### config.mk
export PLATFORM = sky130hd
export DESIGN_NAME = evm_vote_counter
export DESIGN_NICKNAME = d
export VERILOG_FILES = /design/src/rtl/evm_pkg.sv /design/src/rtl/evm_btn_sync.sv /design/src/rtl/evm_vote_counter.sv
export SDC_FILE = /design/constraint.sdc
export NUM_CORES = 1
export LEC_CHECK = 0
export CELL_PAD_IN_SITES_DETAIL_PLACEMENT = 1
export CELL_PAD_IN_SITES_GLOBAL_PLACEMENT = 1
export CORE_MARGIN = 4
export CORE_UTILIZATION = 35
export DETAILED_ROUTE_END_ITERATION = 8
export HOLD_SLACK_MARGIN = 0.1
export PLACE_DENSITY = 0.76
export SYNTH_ARGS = -nofsm -noshare
export SYNTH_HDL_FRONTEND = slang
export SYNTH_HIERARCHICAL = 1
export SYNTH_SLANG_ARGS = --single-unit
export TNS_END_PERCENT = 30
### constraint.sdc
create_clock -name clk -period 2.55 [get_ports clk]
set_input_delay 0.51 -clock clk [delete_from_list [all_inputs] [get_ports clk]]
set_output_delay 0.51 -clock clk [all_outputs]
set_load 0.1 [all_outputs]
### src/rtl/evm_pkg.sv
// evm_pkg: shared types and defaults for the EVM ballot tally stage.
// Optional build macro used by this slice: EVM_SCAN_EN (auto-scan results).
package evm_pkg;

  localparam int NUM_CAND     = 4;
  localparam int CNT_W_DEF    = 4;
  localparam int SCAN_DIV_DEF = 8;

  typedef enum logic [1:0] {
    IDLE,
    ARMED,
    WAIT_REL,
    RESULT
  } state_t;

  function automatic logic one_hot(
    input logic [NUM_CAND-1:0] v
  );
    return (v != '0) && ((v & (v - 1'b1)) == '0);
  endfunction

endpackage

### src/rtl/evm_btn_sync.sv
// evm_btn_sync: 2-flop synchronizer with delayed copy and rising-edge detect.
// Synchronous active-low reset; part of evm_vote_counter (macro EVM_SCAN_EN unused here).
module evm_btn_sync
  import evm_pkg::*;
#(
  parameter int W = NUM_CAND
) (
  input  logic         i_clk,
  input  logic         i_rst_n,
  input  logic [W-1:0] i_btn,
  output logic [W-1:0] o_sync,
  output logic [W-1:0] o_rise
);

  logic [W-1:0] r_s1;
  logic [W-1:0] r_s2;
  logic [W-1:0] r_s2_d;

  always_ff @(posedge i_clk) begin
    if (!i_rst_n) begin
      r_s1   <= '0;
      r_s2   <= '0;
      r_s2_d <= '0;
    end else begin
      r_s1   <= i_btn;
      r_s2   <= r_s1;
      r_s2_d <= r_s2;
    end
  end

  assign o_sync = r_s2;
  assign o_rise = r_s2 & ~r_s2_d;

endmodule

### src/rtl/evm_vote_counter.sv
// evm_vote_counter: one-vote-per-ballot tally stage with result select drive.
// Build macro EVM_SCAN_EN: auto-scan sel every SCAN_DIV clocks instead of result_next.
module evm_vote_counter
  import evm_pkg::*;
#(
  parameter int CNT_W    = CNT_W_DEF,
  parameter int SCAN_DIV = SCAN_DIV_DEF
) (
  input  logic             clk,
  input  logic             rst_n,
  input  logic             ballot_en,
  input  logic [3:0]       cand_btn,
  input  logic             result_mode,
  input  logic             result_next,
  output logic [CNT_W-1:0] count_a,
  output logic [CNT_W-1:0] count_b,
  output logic [CNT_W-1:0] count_c,
  output logic [CNT_W-1:0] count_d,
  output logic [1:0]       sel,
  output logic             ready,
  output logic             vote_ack,
  output logic             invalid,
  output logic             overflow
);

  localparam logic [CNT_W-1:0] CNT_MAX = '1;

  state_t                    r_state;
  logic [CNT_W-1:0]          r_cnt [NUM_CAND];
  logic [1:0]                r_sel;
  logic                      r_ready;
  logic                      r_ack;
  logic                      r_inv;
  logic                      r_ovf;
  logic [NUM_CAND-1:0]       w_sync;
  logic [NUM_CAND-1:0]       w_rise;
  logic [NUM_CAND-1:0]       w_held;
  logic                      w_good;

`ifdef EVM_SCAN_EN
  localparam int DIV_W = $clog2(SCAN_DIV);
  localparam logic [DIV_W-1:0] DIV_LAST = DIV_W'(SCAN_DIV - 1);
  logic [DIV_W-1:0] r_div;
`endif

  evm_btn_sync #(
    .W (NUM_CAND)
  ) u_sync (
    .i_clk   (clk),
    .i_rst_n (rst_n),
    .i_btn   (cand_btn),
    .o_sync  (w_sync),
    .o_rise  (w_rise)
  );

  // A new edge is only a vote if nothing else is already held down.
  assign w_held = w_sync & ~w_rise;
  assign w_good = one_hot(w_rise) && (w_held == '0);

  always_ff @(posedge clk) begin
    if (!rst_n) begin
      r_state <= IDLE;
      r_sel   <= '0;
      r_ready <= 1'b0;
      r_ack   <= 1'b0;
      r_inv   <= 1'b0;
      r_ovf   <= 1'b0;
      for (int i = 0; i < NUM_CAND; i++) r_cnt[i] <= '0;
`ifdef EVM_SCAN_EN
      r_div   <= '0;
`endif
    end else begin
      r_ack <= 1'b0;
      r_inv <= 1'b0;
      unique case (r_state)
        IDLE: begin
          if (ballot_en) begin
            r_state <= ARMED;
            r_ready <= 1'b1;
          end else if (result_mode) begin
            r_state <= RESULT;
            r_sel   <= '0;
`ifdef EVM_SCAN_EN
            r_div   <= '0;
`endif
          end
        end
        ARMED: begin
          if (w_rise != '0) begin
            if (w_good) begin
              for (int i = 0; i < NUM_CAND; i++) begin
                if (w_rise[i]) begin
                  if (r_cnt[i] == CNT_MAX) r_ovf <= 1'b1;
                  else r_cnt[i] <= r_cnt[i] + 1'b1;
                end
              end
              r_ack   <= 1'b1;
              r_ready <= 1'b0;
              r_state <= WAIT_REL;
            end else begin
              r_inv <= 1'b1;
            end
          end
        end
        WAIT_REL: begin
          if (w_sync == '0) r_state <= IDLE;
        end
        RESULT: begin
          if (!result_mode) begin
            r_state <= IDLE;
            r_sel   <= '0;
          end else begin
`ifdef EVM_SCAN_EN
            if (r_div == DIV_LAST) begin
              r_div <= '0;
              r_sel <= r_sel + 1'b1;
            end else begin
              r_div <= r_div + 1'b1;
            end
`else
            if (result_next) r_sel <= r_sel + 1'b1;
`endif
          end
        end
        default: r_state <= IDLE;
      endcase
    end
  end

  assign count_a  = r_cnt[0];
  assign count_b  = r_cnt[1];
  assign count_c  = r_cnt[2];
  assign count_d  = r_cnt[3];
  assign sel      = r_sel;
  assign ready    = r_ready;
  assign vote_ack = r_ack;
  assign invalid  = r_inv;
  assign overflow = r_ovf;

endmodule

==> impl_results.md <==
- Critical Path Source: u_sync/o_sync[1]$_SDFF_PN0_
- Worst Hold End: u_sync/o_sync[2]$_SDFF_PN0_
- Top-count cell post-synth: dfxtp_1
- Global placement routability congestion: approximately 0.75
- Avg Cell Area, Syn: between 10 and 15 sq um
- PD cells: ~610 mW/mm^2
- Post-synth EDFFs: 16
- Worst vdd ir: around 0.26 mV
- Post-CTS Setup Inserts: 0
- DR iter-0 viols: 60
- Seq/Total Area, Yosys: 51.88%
- R2r endpoint: r_cnt[1][0]$_SDFFCE_PN0P_
- Slew @ Worst Pin: approximately 580 ps
- Vias in the first global route: between 1k and 1.5k
- Yosys warnings: 6
- Worst r2r path cells: 5
- # DRC: 0
- Top cells by count, synth: dfxtp_1, edfxtp_1, nor2_1, a21oi_1, nand2_1
- Setup TNS: 0 ps
- Core Rows: 25
- CTS root buf: clkbuf_8
- RSZ-0062 raised after global routing: false
- Antenna violations before repair: 0
- All-Layer GR Usage: approximately 15%
- Cell area after synthesis: 0.001698 sq mm
- Resized Gates After CTS: 0
- Status: complete, no violations
- Area grow syn2layout: 25.35%
- WP data arrival: 2300 ps
- Hold Crit Start: u_sync/r_s1[2]$_SDFF_PN0_
- Synth Register Bits: 36
- Final Max Tran Viols: 0
- Flop2flop setup slack: 180 ps
- Hold Fails Final Rpt: 0
- Worst path depth: 5
- Dpl hpwl: around 3100 um
- Crit path launch type: flop
- CP max FO: 7
- Synth top area share: between 20% and 30%
- Chip height: 77.65 um
- CP Data Required Time: 2480 ps
- Hold Path Depth: 1
- Clock sinks: 36
- CP Buf/Inv Count: 1
- Worst skew pair latency: a little under 300 ps
- GRT overflow: 0
- Crit-path cells: nor2b_1 -> inv_1 -> a221oi_4 -> nand2_2 -> o41ai_2
- Starting Density: approximately 36%
- Synth Flop Type: dfxtp_1
- Unique masters post-synth: 38
- R2r startpoint: u_sync/o_sync[1]$_SDFF_PN0_
- CTS max path bufs: 2
- Antenna cells: 0
- Largest net degree at the start of global routing: 21
- Top delay family on crit path: compound AO/OA/AOI/OAI gates
- CTS tree: built
- Final period utilization: 93.03%
- Largest stage delay, worst path: around 530 ps
- Pre-Repair DR Iteration Count: 4
- Post-route ant nets: 0
- Final Critical Period: 2372 ps
- Ranking of synthesized cells by area: edfxtp_1, dfxtp_1, a21oi_1, and2_2, nor2_1
- WS Path Type: reg2reg
- Die area: ~0.0060 sq mm
- Setup violations, final: 0
- Leading area contributor after synthesis: edfxtp_1
- Post-CTS Hold Buffers: 0
- Max frequency: roughly 0.42 GHz
- Core area: 0.004723 sq mm
- Hold Crit Class: reg2reg
- Port bufs: 30
- Inserted Clock Buffers: 5
- Clk slew on worst S/H paths: about 60 ps
- Syn_nets: between 150 and 200
- H-tree depth: 2
- Number of primary I/O pins: 31
- Max-Cap Viols: 0
- Layout cells sized above 1: about a quarter
- Slowest cell on crit path: o41ai_2
- Finished Layout Cells: approximately 270
- Vias per inst: between 5 and 6
- First-pass GRT wire length: between 6000 and 7000 um
- Leakage: 0.8252 nW
- Rel. slew slack: a little over 60%
- DR vias: around 1.4k
- Post-synth ARST share: 0%
- Chip width: between 70 and 80 um
- WL/cell: around 15 um
- Crit. End Element: flop
- Dpl cells: 265
- Final net count: about 220
- Post-Syn Instances: roughly 170
- Setup Skew: between 10 and 15 ps
- Total Wirelength: 4004 um
## cells in the final DEF (no fill, tap or decap), drive strengths merged, types with 5 or more instances in the layout
cell and n:
clkdlybuf4s50 8, inv 9, nor3 5, o21ai 8
edfxtp 16, dfxtp 20, nor2 15, clkbuf 7
and2 12, o31ai 5, buf 28, nand2 12
nand3 5, a21oi 12, nor2b 6
## report_power, final
part	switching (mW)	internal (mW)	total, mW
registers	0.0322	0.629	0.661
logic	0.186	0.0780	0.264
clock network	0.186	0.191	0.378
total	0.404	0.898	1.30
## per-layer routing
metal	vias up	GRT usage, %	part of all wire, %
met2	28	27.14	54
met4	0	6.940	1.9
met5	-	0	0
met3	6	3.364	3.6
li1	686	-	-
met1	664	15.19	41
## worst register-to-register path: cells and delay by family, from the launching register on
family / cells / cell delay, ps
AO/OA/AOI/OAI: 2 / 840
buffers and inverters: 1 / 180
flip-flops: 1 / 430
AND/OR/NAND/NOR: 2 / 570
## worst max path at each step
stage                                endpoint  slack (ps)
detailed placement  r_cnt[1][0]$_SDFFCE_PN0P_         170
global route        r_cnt[1][3]$_SDFFCE_PN0P_          20
CTS                 r_cnt[1][3]$_SDFFCE_PN0P_         160
global placement    r_cnt[1][3]$_SDFFCE_PN0P_         290
finish              r_cnt[1][0]$_SDFFCE_PN0P_         180
floorplan           r_cnt[0][0]$_SDFFCE_PN0P_         290
## logic make-up (layout without fill, tap and decap cells)
kind of cell | after synthesis | in the layout | share of synthesized area (%)
flops | 36 | 36 | 51.88
xor+xnor | 4 | 4 | 2.063
compound gates | 35 | 35 | 14.89
fa+ha+maj | 4 | 4 | 2.948
simple gates | 73 | 73 | 24.17
mux | 1 | 1 | 0.5896
buf+inv | 13 | 53 | 3.463
## cell type report
| cell class | instances | area, sq um |
|---|---|---|
| clock buffers | 7 | 76.32 |
| clock inverters | 1 | 5.005 |
| fillers | 533 | 2595 |
| repair buffers | 36 | 290.3 |
| inverters | 9 | 33.78 |
| well taps | 67 | 83.83 |
| multi-input cells | 117 | 758.2 |
| flip-flops and latches | 36 | 880.8 |
## state kept, by name (all words and copies together) (netlist names)
name	flops
u_sync/r_s2_d	4
r_state	2
u_sync/r_s1	4
invalid	1
overflow	1
sel	2
r_cnt	16
vote_ack	1
ready	1
u_sync/o_sync	4
## stage by stage
step | area, sq um | util, % | hold WS [ps] | total power, mW | worst slack (ps)
2_1_floorplan | 1698 | - | 411.9 | 0.8664 | 294.6
3_3_place_gp | 2047 | 43.34 | 417.5 | 0.9278 | 289.0
3_5_place_dp | 2047 | 43.34 | 421.9 | 0.9396 | 166.8
4_1_cts | 2128 | 45.06 | 437.3 | 1.321 | 162.4
5_1_grt | 2128 | 45.06 | 444.6 | 1.360 | 15.42
6_report | 2128 | 45.06 | 434.6 | 1.303 | 177.7
Power figures use the tool's default switching activity.
